File: config.mk
export PLATFORM = sky130hd
export DESIGN_NAME = pe_op_scheduler_flat
export DESIGN_NICKNAME = d
export VERILOG_FILES = /design/src/rtl/pe_sched_pkg.sv /design/src/rtl/pe_op_scheduler_if.sv /design/src/rtl/pe_sched_tag_fifo.sv /design/src/rtl/pe_op_scheduler.sv /design/src/flat_wrapper.sv
export SDC_FILE = /design/constraint.sdc
export NUM_CORES = 1
export LEC_CHECK = 0
export CAP_MARGIN = 0
export CORE_ASPECT_RATIO = 1.1
export CORE_MARGIN = 3
export CORE_UTILIZATION = 41
export DETAILED_ROUTE_END_ITERATION = 10
export PLACE_DENSITY = 0.91
export SKIP_CTS_REPAIR_TIMING = 1
export SLEW_MARGIN = 10
export SYNTH_ARGS = -nofsm -noshare
export SYNTH_HDL_FRONTEND = slang
export SYNTH_SLANG_ARGS = --single-unit
File: constraint.sdc
create_clock -name clk -period 3.9 [get_ports clk]
set_input_delay 0.78 -clock clk [delete_from_list [all_inputs] [get_ports clk]]
set_output_delay 0.78 -clock clk [all_outputs]
set_load 0.05 [all_outputs]
File: src/rtl/pe_sched_pkg.sv
// Shared opcode constants, scheduler FSM states and ID-width helper for the
// PE op scheduler and the PE decode.
package pe_sched_pkg;

    localparam logic [3:0] OP_MAC    = 4'h1;
    localparam logic [3:0] OP_MEM    = 4'h4;
    localparam logic [3:0] OP_SPARSE = 4'h8;

    typedef enum logic [1:0] {
        ARB,
        DRAIN,
        MEM_WAIT
    } sched_state_e;

    function automatic int unsigned id_width(input int unsigned n);
        return (n <= 2) ? 1 : $clog2(n);
    endfunction

endpackage

File: src/rtl/pe_op_scheduler_if.sv
// Requester, PE-issue and completion handshake bundle for pe_op_scheduler.
// master = scheduler side, slave = front-end/PE environment side.
interface pe_op_scheduler_if #(
    parameter int unsigned NUM_REQ     = 4,
    parameter int unsigned INSTR_WIDTH = 32
) ();

    logic [NUM_REQ-1:0]             req_valid;
    logic [NUM_REQ*INSTR_WIDTH-1:0] req_instr;
    logic [NUM_REQ-1:0]             req_ready;
    logic                           pe_valid_o;
    logic [INSTR_WIDTH-1:0]         pe_instr_o;
    logic                           pe_ready_i;
    logic                           pe_done_i;
    logic [NUM_REQ-1:0]             rsp_valid;

    modport master (
        input  req_valid, req_instr, pe_ready_i, pe_done_i,
        output req_ready, pe_valid_o, pe_instr_o, rsp_valid
    );

    modport slave (
        output req_valid, req_instr, pe_ready_i, pe_done_i,
        input  req_ready, pe_valid_o, pe_instr_o, rsp_valid
    );

endinterface

File: src/rtl/pe_sched_tag_fifo.sv
// In-order tag FIFO holding the requester ID of every in-flight operation.
module pe_sched_tag_fifo #(
    parameter int unsigned WIDTH = 2,
    parameter int unsigned DEPTH = 8
) (
    input  logic                   clk,
    input  logic                   rst,
    input  logic                   push,
    input  logic [WIDTH-1:0]       wdata,
    input  logic                   pop,
    output logic [WIDTH-1:0]       rdata,
    output logic                   full,
    output logic                   empty,
    output logic [$clog2(DEPTH):0] count
);

    localparam int unsigned AW = $clog2(DEPTH);

    logic [WIDTH-1:0] mem [DEPTH];
    logic [AW-1:0]    wr_ptr;
    logic [AW-1:0]    rd_ptr;

    always_ff @(posedge clk) begin
        if (push) begin
            mem[wr_ptr] <= wdata;
        end
    end

    always_ff @(posedge clk) begin
        if (rst) begin
            wr_ptr <= '0;
            rd_ptr <= '0;
            count  <= '0;
        end else begin
            if (push) begin
                wr_ptr <= wr_ptr + AW'(1);
            end
            if (pop) begin
                rd_ptr <= rd_ptr + AW'(1);
            end
            if (push && !pop) begin
                count <= count + (AW+1)'(1);
            end else if (pop && !push) begin
                count <= count - (AW+1)'(1);
            end
        end
    end

    assign rdata = mem[rd_ptr];
    assign full  = (count == (AW+1)'(DEPTH));
    assign empty = (count == '0);

endmodule

File: src/rtl/pe_op_scheduler.sv
// Round-robin scheduler sharing one PE between NUM_REQ requesters, with
// memory-op barriers. Perf counters are built only with PE_SCHED_PERF_EN.
module pe_op_scheduler
    import pe_sched_pkg::*;
#(
    parameter int unsigned NUM_REQ         = 4,
    parameter int unsigned INSTR_WIDTH     = 32,
    parameter int unsigned MAX_OUTSTANDING = 8,
    parameter int unsigned CNT_WIDTH       = 32
) (
    input  logic                               clk,
    input  logic                               rst,
    pe_op_scheduler_if.master                  bus,
    output logic [$clog2(MAX_OUTSTANDING):0]   outstanding,
    output logic                               err_sticky,
    output logic [CNT_WIDTH-1:0]               perf_issue_cnt,
    output logic [CNT_WIDTH-1:0]               perf_busy_cnt,
    output logic                               perf_overflow
);

    localparam int unsigned IDW = id_width(NUM_REQ);

    sched_state_e           state, state_nxt;
    logic [IDW-1:0]         ptr;
    logic [IDW-1:0]         lock_id, lock_nxt;
    logic [IDW-1:0]         win_id, sel_id;
    logic                   win_found;
    logic [INSTR_WIDTH-1:0] sel_instr;
    logic                   sel_mem;
    logic                   can_accept, grant, accept, pop;
    logic                   fifo_full, fifo_empty;
    logic [IDW-1:0]         fifo_rdata;

    always_comb begin
        win_found = 1'b0;
        win_id    = ptr;
        for (int unsigned k = 1; k <= NUM_REQ; k++) begin
            automatic int unsigned idx = (32'(ptr) + k) % NUM_REQ;
            if (!win_found && bus.req_valid[idx]) begin
                win_found = 1'b1;
                win_id    = IDW'(idx);
            end
        end
    end

    assign sel_id     = (state == DRAIN) ? lock_id : win_id;
    assign sel_instr  = bus.req_instr[32'(sel_id)*INSTR_WIDTH +: INSTR_WIDTH];
    assign sel_mem    = (sel_instr[INSTR_WIDTH-1 -: 4] == OP_MEM);
    assign pop        = bus.pe_done_i & ~fifo_empty & ~rst;
    // A done in the same cycle frees the slot a full FIFO would otherwise block.
    assign can_accept = (~bus.pe_valid_o | bus.pe_ready_i) & (~fifo_full | pop);

    always_comb begin
        state_nxt = state;
        lock_nxt  = lock_id;
        grant     = 1'b0;
        case (state)
            ARB: begin
                if (win_found) begin
                    if (sel_mem && (outstanding != '0)) begin
                        lock_nxt  = win_id;
                        state_nxt = DRAIN;
                    end else if (can_accept) begin
                        grant = 1'b1;
                        if (sel_mem) begin
                            state_nxt = MEM_WAIT;
                        end
                    end
                end
            end
            DRAIN: begin
                if (!bus.req_valid[lock_id]) begin
                    state_nxt = ARB;
                end else if ((outstanding == '0) && can_accept) begin
                    grant     = 1'b1;
                    state_nxt = MEM_WAIT;
                end
            end
            MEM_WAIT: begin
                if (pop) begin
                    state_nxt = ARB;
                end
            end
            default: state_nxt = ARB;
        endcase
    end

    assign accept = grant & ~rst;

    always_comb begin
        bus.req_ready = '0;
        if (accept) begin
            bus.req_ready[sel_id] = 1'b1;
        end
    end

    always_comb begin
        bus.rsp_valid = '0;
        if (pop) begin
            bus.rsp_valid[fifo_rdata] = 1'b1;
        end
    end

    always_ff @(posedge clk) begin
        if (rst) begin
            state          <= ARB;
            ptr            <= '0;
            lock_id        <= '0;
            bus.pe_valid_o <= 1'b0;
            bus.pe_instr_o <= '0;
            err_sticky     <= 1'b0;
        end else begin
            state   <= state_nxt;
            lock_id <= lock_nxt;
            if (accept) begin
                ptr            <= sel_id;
                bus.pe_valid_o <= 1'b1;
                bus.pe_instr_o <= sel_instr;
            end else if (bus.pe_ready_i) begin
                bus.pe_valid_o <= 1'b0;
            end
            if (bus.pe_done_i && fifo_empty) begin
                err_sticky <= 1'b1;
            end
        end
    end

    pe_sched_tag_fifo #(
        .WIDTH (IDW),
        .DEPTH (MAX_OUTSTANDING)
    ) u_tag_fifo (
        .clk   (clk),
        .rst   (rst),
        .push  (accept),
        .wdata (sel_id),
        .pop   (pop),
        .rdata (fifo_rdata),
        .full  (fifo_full),
        .empty (fifo_empty),
        .count (outstanding)
    );

`ifdef PE_SCHED_PERF_EN
    localparam logic [CNT_WIDTH-1:0] CNT_NEAR = {{(CNT_WIDTH-1){1'b1}}, 1'b0};

    always_ff @(posedge clk) begin
        if (rst) begin
            perf_issue_cnt <= '0;
            perf_busy_cnt  <= '0;
            perf_overflow  <= 1'b0;
        end else begin
            if (accept && (perf_issue_cnt != '1)) begin
                perf_issue_cnt <= perf_issue_cnt + CNT_WIDTH'(1);
                if (perf_issue_cnt == CNT_NEAR) begin
                    perf_overflow <= 1'b1;
                end
            end
            if ((outstanding != '0) && (perf_busy_cnt != '1)) begin
                perf_busy_cnt <= perf_busy_cnt + CNT_WIDTH'(1);
                if (perf_busy_cnt == CNT_NEAR) begin
                    perf_overflow <= 1'b1;
                end
            end
        end
    end
`else
    assign perf_issue_cnt = '0;
    assign perf_busy_cnt  = '0;
    assign perf_overflow  = 1'b0;
`endif

endmodule
File: src/flat_wrapper.sv
// flat-port wrapper written by rule: the top's interface ports become plain ports
module pe_op_scheduler_flat import pe_sched_pkg::*;
#(
    parameter int unsigned NUM_REQ         = 4,
    parameter int unsigned INSTR_WIDTH     = 32,
    parameter int unsigned MAX_OUTSTANDING = 8,
    parameter int unsigned CNT_WIDTH       = 32
)
  (clk, rst, outstanding, err_sticky, perf_issue_cnt, perf_busy_cnt, perf_overflow, bus_req_valid, bus_req_instr, bus_pe_ready_i, bus_pe_done_i, bus_req_ready, bus_pe_valid_o, bus_pe_instr_o, bus_rsp_valid);
  pe_op_scheduler_if #(.NUM_REQ(NUM_REQ), .INSTR_WIDTH(INSTR_WIDTH)) bus_i ();
  input  logic clk;
  input  logic rst;
  output logic [$clog2(MAX_OUTSTANDING):0] outstanding;
  output logic err_sticky;
  output logic [CNT_WIDTH-1:0] perf_issue_cnt;
  output logic [CNT_WIDTH-1:0] perf_busy_cnt;
  output logic perf_overflow;
  input wire logic [$bits(bus_i.req_valid)-1:0] bus_req_valid;
  input wire logic [$bits(bus_i.req_instr)-1:0] bus_req_instr;
  input wire logic [$bits(bus_i.pe_ready_i)-1:0] bus_pe_ready_i;
  input wire logic [$bits(bus_i.pe_done_i)-1:0] bus_pe_done_i;
  output wire logic [$bits(bus_i.req_ready)-1:0] bus_req_ready;
  output wire logic [$bits(bus_i.pe_valid_o)-1:0] bus_pe_valid_o;
  output wire logic [$bits(bus_i.pe_instr_o)-1:0] bus_pe_instr_o;
  output wire logic [$bits(bus_i.rsp_valid)-1:0] bus_rsp_valid;
  assign bus_i.req_valid = bus_req_valid;
  assign bus_i.req_instr = bus_req_instr;
  assign bus_i.pe_ready_i = bus_pe_ready_i;
  assign bus_i.pe_done_i = bus_pe_done_i;
  assign bus_req_ready = bus_i.req_ready;
  assign bus_pe_valid_o = bus_i.pe_valid_o;
  assign bus_pe_instr_o = bus_i.pe_instr_o;
  assign bus_rsp_valid = bus_i.rsp_valid;
  pe_op_scheduler #(.NUM_REQ(NUM_REQ), .INSTR_WIDTH(INSTR_WIDTH), .MAX_OUTSTANDING(MAX_OUTSTANDING), .CNT_WIDTH(CNT_WIDTH)) u_core (.clk(clk), .rst(rst), .bus(bus_i), .outstanding(outstanding), .err_sticky(err_sticky), .perf_issue_cnt(perf_issue_cnt), .perf_busy_cnt(perf_busy_cnt), .perf_overflow(perf_overflow));
endmodule
# Word-level counts from Yosys, hierarchy flattened
# Memories as Yosys holds them, arrays and structs flattened. A register that Yosys moved wholly into a read port is not among the register bits.
# Cells that the tools add are included.
# Widths: inputs -> output; s select.
word_totals:
  regBits: 50
  ramBits: 16
  inputBits: 136
  out_inout_bits: 111
  word_cells: 116
  n_memories: 1
classes:
  n_addsub: 8
  order_cmp: 9
  n_eq_ne: 9
  shift: 1
  n_mux: 47
  bitwise: 10
  reduce_logical: 22
memory_table:
  columns: ["memory", "words", "word_bits", "read_ports", "rd_ports_with_merged_regs", "write_ports", "line_no", "rtl"]
  rows:
  - ["u_core.u_tag_fifo.mem", 8, 2, 1, 1, 1, "pe_sched_tag_fifo.sv:19", "logic [WIDTH-1:0] mem [DEPTH];"]
op_table:
  columns: ["op", "count"]
  rows:
  - ["$shiftx 128x8->32", 1]
  - ["$mux 2", 12]
  - ["$lt 2x3->1 const B", 7]
  - ["$mux 1", 20]
  - ["$mux 4", 4]
  - ["$bmux 1 s2", 5]
  - ["$logic_and 1x1->1", 10]
  - ["$add 3x1->3 const B", 2]
  - ["$mux 3", 2]
  - ["$ne 3x1->1 const B", 2]
  - ["$pmux 2 s3", 1]
  - ["$logic_not 1->1", 5]
  - ["$reduce_and 5->1", 1]
  - ["$add 2x1->2 const B", 2]
  - ["$add 2x2->2 const B", 2]
  - ["$add 4x1->4 const B", 1]
  - ["$and 1x1->1", 4]
  - ["$demux 1 s2", 2]
  - ["$eq 4x3->1 const B", 1]
  - ["$eq 4x4->1 const B", 1]
  - ["$ge 2x1->1 const B", 2]
  - ["$logic_not 4->1", 1]
  - ["$ne 2x1->1 const B", 2]
  - ["$not 1->1", 4]
  - ["10 further kinds", 12]

# Logic depth before layout (Yosys ltp)
logic_depth:
  ltp_word: 25
  mapped_depth: 17
  mapped_depth_nobuf: 16

# Modules after synthesis
# A second synthesis with hierarchy kept.
hier_totals:
  hier_cells: 512
  hier_area_um2: 4693.3
by_module_without_submodules:
  columns: ["mod", "instances", "cells_each", "area_per_inst_um2", "seq_area_each_um2"]
  rows:
  - ["pe_op_scheduler", 1, 421, 3469.6, 800.8]
  - ["pe_sched_tag_fifo", 1, 91, 1223.7, 740.7]

# Worst setup path before layout
# Ideal clock, no wire load.
synth_path:
  path_kind: "in2out"
  startpoint: "input port bus_req_valid[3]"
  endpoint: "output port bus_req_ready[0]"
  arrival_time_ps: 3785
  required_ps: 3120
  slack_ps: -665
  path_stages: 7
  path_buffers: 2
  cell_sequence: "nor2b_1 -> o21a_1 -> o41ai_4 -> inv_2 -> buf_2 -> buf_1 -> nor4b_1"
synth_between:
  elab_chain_cells: 21
  elab_cells_between_ends: 39
  cone_classes: "order compare (2); eq/ne (1); shift (1); mux (26); bitwise (1); reduce/logical (8)"
synth_lines:
  columns: ["item", "line_no", "rtl"]
  rows:
  - ["start: declaration", "flat_wrapper.sv:18", "input wire logic [$bits(bus_i.req_valid)-1:0] bus_req_valid;"]
  - ["$bmux 1 s2", "pe_op_scheduler.sv:39", "if (!win_found && bus.req_valid[idx]) begin"]
  - ["$mux 1 (not written as such)", "pe_op_scheduler.sv:39", null]
  - ["$mux 1", "pe_op_scheduler.sv:39", null]
  - ["$logic_not 1->1", "pe_op_scheduler.sv:39", null]
  - ["$logic_and 1x1->1", "pe_op_scheduler.sv:39", null]
  - ["$mux 1", "pe_op_scheduler.sv:39", null]
  - ["$logic_not 1->1", "pe_op_scheduler.sv:39", null]
  - ["$logic_and 1x1->1", "pe_op_scheduler.sv:39", null]
  - ["[... 5 more ...]", null, null]
  - ["via u_core.sel_id[0]", "pe_op_scheduler.sv:26", "logic [IDW-1:0] win_id, sel_id;"]
  - ["$shiftx 128x8->32", "pe_op_scheduler.sv:47", "assign sel_instr = bus.req_instr[32'(sel_id)*INSTR_WIDTH +: INSTR_WIDTH];"]
  - ["$eq 4x3->1", "pe_op_scheduler.sv:48", "assign sel_mem = (sel_instr[INSTR_WIDTH-1 -: 4] == OP_MEM);"]
  - ["$logic_and 1x1->1", "pe_op_scheduler.sv:60", "if (sel_mem && (outstanding != '0)) begin"]
  - ["$mux 1", "pe_op_scheduler.sv:60", null]
  - ["$mux 1", "pe_op_scheduler.sv:59", "if (win_found) begin"]
  - ["$pmux 1 s2", "pe_op_scheduler.sv:57", "case (state)"]
  - ["$and 1x1->1", "pe_op_scheduler.sv:88", "assign accept = grant & ~rst;"]
  - ["$mux 4 *", "pe_op_scheduler.sv:92", "if (accept) begin"]
  - ["end: declaration", "flat_wrapper.sv:22", "output wire logic [$bits(bus_i.req_ready)-1:0] bus_req_ready;"]
# The timed path passes the listed nets; every way through them passes the cells marked *. The select of a mux whose other input is x is not followed.

# Worst setup path in the final report
layout_path:
  startpoint: "input port bus_req_valid[0]"
  endpoint: "output port bus_req_ready[3]"
layout_between:
  elab_chain_cells: 21
  elab_cells_between_ends: 39
  cone_classes: "order compare (2); eq/ne (1); shift (1); mux (26); bitwise (1); reduce/logical (8)"
layout_lines:
  columns: ["item", "line_no"]
  rows:
  - ["$bmux 1 s2", "pe_op_scheduler.sv:39"]
  - ["$mux 1 (not written as such)", "pe_op_scheduler.sv:39"]
  - ["$mux 1", "pe_op_scheduler.sv:39"]
  - ["$logic_not 1->1", "pe_op_scheduler.sv:39"]
  - ["$logic_and 1x1->1", "pe_op_scheduler.sv:39"]
  - ["$mux 1", "pe_op_scheduler.sv:39"]
  - ["$logic_not 1->1", "pe_op_scheduler.sv:39"]
  - ["$logic_and 1x1->1", "pe_op_scheduler.sv:39"]
  - ["[... 5 more ...]", null]
  - ["$shiftx 128x8->32", "pe_op_scheduler.sv:47"]
  - ["$eq 4x3->1", "pe_op_scheduler.sv:48"]
  - ["$logic_and 1x1->1", "pe_op_scheduler.sv:60"]
  - ["$mux 1", "pe_op_scheduler.sv:60"]
  - ["$mux 1", "pe_op_scheduler.sv:59"]
  - ["$pmux 1 s2", "pe_op_scheduler.sv:57"]
  - ["$and 1x1->1", "pe_op_scheduler.sv:88"]
  - ["$mux 4 *", "pe_op_scheduler.sv:92"]
# Mark *: on every way between the ends. The rest lies on a longest branch, timed or not. The select of a mux whose other input is x is not followed.

==> impl_metrics.json <==
{
  "run_status": "finished, final reports clean",
  "avgSynthCellArea_um2": 8.77,
  "grt_pass1_vias": 4312,
  "yosysWarnings": 0,
  "drt_iter0_drc": 282,
  "place_inst": 871,
  "ant_nets": 0,
  "cts.htree.levels": 3,
  "final_nets": 877,
  "final-instance-count-excl-fill": 890,
  "synth.ff_latch_count": 69,
  "pre_cts_ws_ns": -0.351,
  "max_slew_margin_pct": 42.9,
  "clkSlewWorstSetupHoldPaths_ns": 0.05,
  "areaGrowthSynthToFinish_pct": 44.1,
  "hold_viol_final": 0,
  "place_congestion": 0.915,
  "synth_edf_count": 16,
  "skew_ns": 0.00634,
  "io_pins": 247,
  "max_freq_ghz": 0.265,
  "floorplan.die.width_um": 110,
  "drc_errors": 0,
  "synthArstFlopShare_pct": 0,
  "peakVddDrop_mv": 0.405,
  "root_buffer": "clkbuf_16",
  "yosysSeqAreaShare_pct": 31.6,
  "critical_path.endpoint": "bus_req_ready[3]",
  "hold_class": "reg2reg",
  "io_buffers": 181,
  "reg2reg_slack_ns": 0.55,
  "die_y_um": 120,
  "initial_core_util_pct": 42.3,
  "cp-end-kind": "primary output",
  "synth_area_leaders": "dfxtp_1 (22%), buf_4 (10%), edfxtp_1 (9.8%)",
  "dp_hpwl_um": 10500,
  "track_usage_pct": 20.5,
  "grt_max_degree": 93,
  "drv_cap": 0,
  "drt-wirelength-per-cell_um": 16.2,
  "drt_first_pass_iters": 4,
  "critPathMaxFanout": 4,
  "cp_slowest_stage_delay_ns": 0.44,
  "cts_sinks": 69,
  "crit_required_ns": 3.12,
  "grt_remaining_overflow": 0,
  "crit_top_cell": "buf_4",
  "reg2reg_to": "u_core.u_tag_fifo.count[3]",
  "cts-buffers-inserted": 9,
  "clock_path_buffers": 2,
  "fin_ws_ns": 0.119,
  "cpMaxStageDelayCell": "clkdlybuf4s50_1",
  "ys_types": 57,
  "syn_inst": 557,
  "dr_total_vias": 4614,
  "core_area_mm2": 0.0115,
  "cp-startpoint": "bus_req_valid[0]",
  "arrival_ns": 3.00,
  "rsz0062_at_grt": "no",
  "worstSkewPairLatency_ns": 0.32,
  "synth_most_common_cell": "nand2_1",
  "antenna_found_initial": 0,
  "ys.flop_type": "dfxtp_1",
  "setup_tns_ns": 0,
  "power_density_mw_per_mm2": 753,
  "r2r-start": "u_core.state[0]",
  "cts_tree": "yes",
  "worst-setup-path-type": "in2out",
  "p_leak_uw": 0.00274,
  "synth_common_cells": "nand2_1 (71), buf_4 (65), dfxtp_1 (53)",
  "synth.largest_area_cell": "dfxtp_1",
  "finalCritPeriodShare_pct": 96.9,
  "fin_crit_ns": 3.78,
  "path_cells": "clkdlybuf4s50_1 -> buf_4 -> nor3b_4 -> o41ai_4 -> inv_2 -> o211ai_4 -> a21oi_2 -> buf_4 -> o21ai_4 -> nor3_1 -> buf_4",
  "drt-total-wl_um": 14400,
  "dieArea_mm2": 0.0133,
  "grt_pass1_wl_um": 21400,
  "synth_area_mm2": 0.00488,
  "r2r.worst_path.cells": 16,
  "final_util_pct": 60.9,
  "drt-vias-per-instance": 5.18,
  "timing.hold.ws_ns": 0.472,
  "finalSetupViolations": 0,
  "tightest_slew_ns": 0.849,
  "startpoint_type": "input port",
  "num_rows": 41,
  "slew_viol_final": 0,
  "netlist.area_leader.share_pct": 21.7,
  "layout-drive-gt1-share_pct": 10.3
}
[area by class of cell]
cell class | instances | area [um2]
fillers | 973 | 4510
clock buffers | 14 | 275
repair buffers | 208 | 2010
flip-flops and latches | 69 | 1540
diodes | 1 | 2.50
inverters | 4 | 15.0
multi-input cells | 443 | 3000
clock inverters | 1 | 5.00
well taps | 150 | 188
[routing by layer]
| metal | up-vias | track usage [%] | wire length [um] |
|---|---|---|---|
| met1 | 2154 | 25.1 | 5470 |
| met4 | 0 | 5.53 | 190 |
| met5 | - | 0 | 0 |
| li1 | 2222 | - | - |
| met3 | 19 | 6.46 | 1460 |
| met2 | 219 | 34.4 | 7270 |
[kinds of logic after synthesis]
logic type / synth area share [%]
compound gates: 17.2
xor+xnor: 0.897
fa+ha+maj: 1.69
buf+inv: 14.2
flops: 31.6
mux: 10.8
other cells: 0.0768
simple gates: 23.6
[metrics by stage]
stage	cell area, um2	power, uW
finish	7030	5300
global route	7030	5610
CTS	6900	5210
detailed placement	6620	4410
global placement	6620	4360
floorplan	5130	3600
[worst min path at each step]
stage	start	depth (start not counted)	slack [ns]	end
6_report	u_core.bus.pe_instr_o[3]	2	0.47	u_core.bus.pe_instr_o[3]
2_1_floorplan	u_core.u_tag_fifo.rd_ptr[1]	2	0.45	flop
4_1_cts	u_core.bus.pe_instr_o[22]	2	0.48	u_core.bus.pe_instr_o[22]
5_1_grt	u_core.bus.pe_instr_o[5]	2	0.49	u_core.bus.pe_instr_o[5]
3_5_place_dp	u_core.err_sticky	2	0.46	u_core.err_sticky
3_3_place_gp	u_core.err_sticky	2	0.45	u_core.err_sticky
[power by group]
part           internal, uW  switching (uW)
registers               973             167
logic                  1320            2070
clock network           483             287
[state kept, by name, indices dropped and copies added (netlist names), named ones only]
name                      count
u_core.bus.pe_instr_o        32
u_core.bus.pe_valid_o         1
u_core.err_sticky             1
u_core.lock_id                2
u_core.ptr                    2
u_core.state                  2
u_core.u_tag_fifo.count       4
u_core.u_tag_fifo.mem        16
u_core.u_tag_fifo.rd_ptr      3
u_core.u_tag_fifo.wr_ptr      3
[layout by cell type (no fill, tap or decap), drive strengths merged, types with 2 or more instances in the layout]
| cell type | count |
|---|---|
| clkdlybuf4s50 | 171 |
| nand2 | 71 |
| conb | 65 |
| dfxtp | 53 |
| nand2b | 41 |
| mux2i | 38 |
| a211oi | 34 |
| buf | 34 |
| and2 | 34 |
| a311o | 32 |
| nor2 | 24 |
| edfxtp | 16 |
| clkbuf | 14 |
| nor3 | 12 |
| a21oi | 11 |
| nor2b | 7 |
| nand3 | 6 |
| nor4 | 6 |
| mux4 | 5 |
| ha | 5 |
| o21ai | 5 |
| a31oi | 4 |
| nor4b | 4 |
| inv | 4 |
| or3 | 3 |
| xor2 | 3 |
| dlymetal6s2s | 3 |
| or4b | 3 |
| mux2 | 3 |
| nand3b | 2 |
| o211ai | 2 |
| xnor2 | 2 |
| and3 | 2 |
| nor3b | 2 |
| o21ba | 2 |
| a21o | 2 |
[critical path, delay by kind of cell]
kind	cells	cell delay (ns)
buffers and inverters	5	1.13
AO/OA/AOI/OAI	4	0.49
AND/OR/NAND/NOR	2	0.58
(Power assumes the default switching activity.)
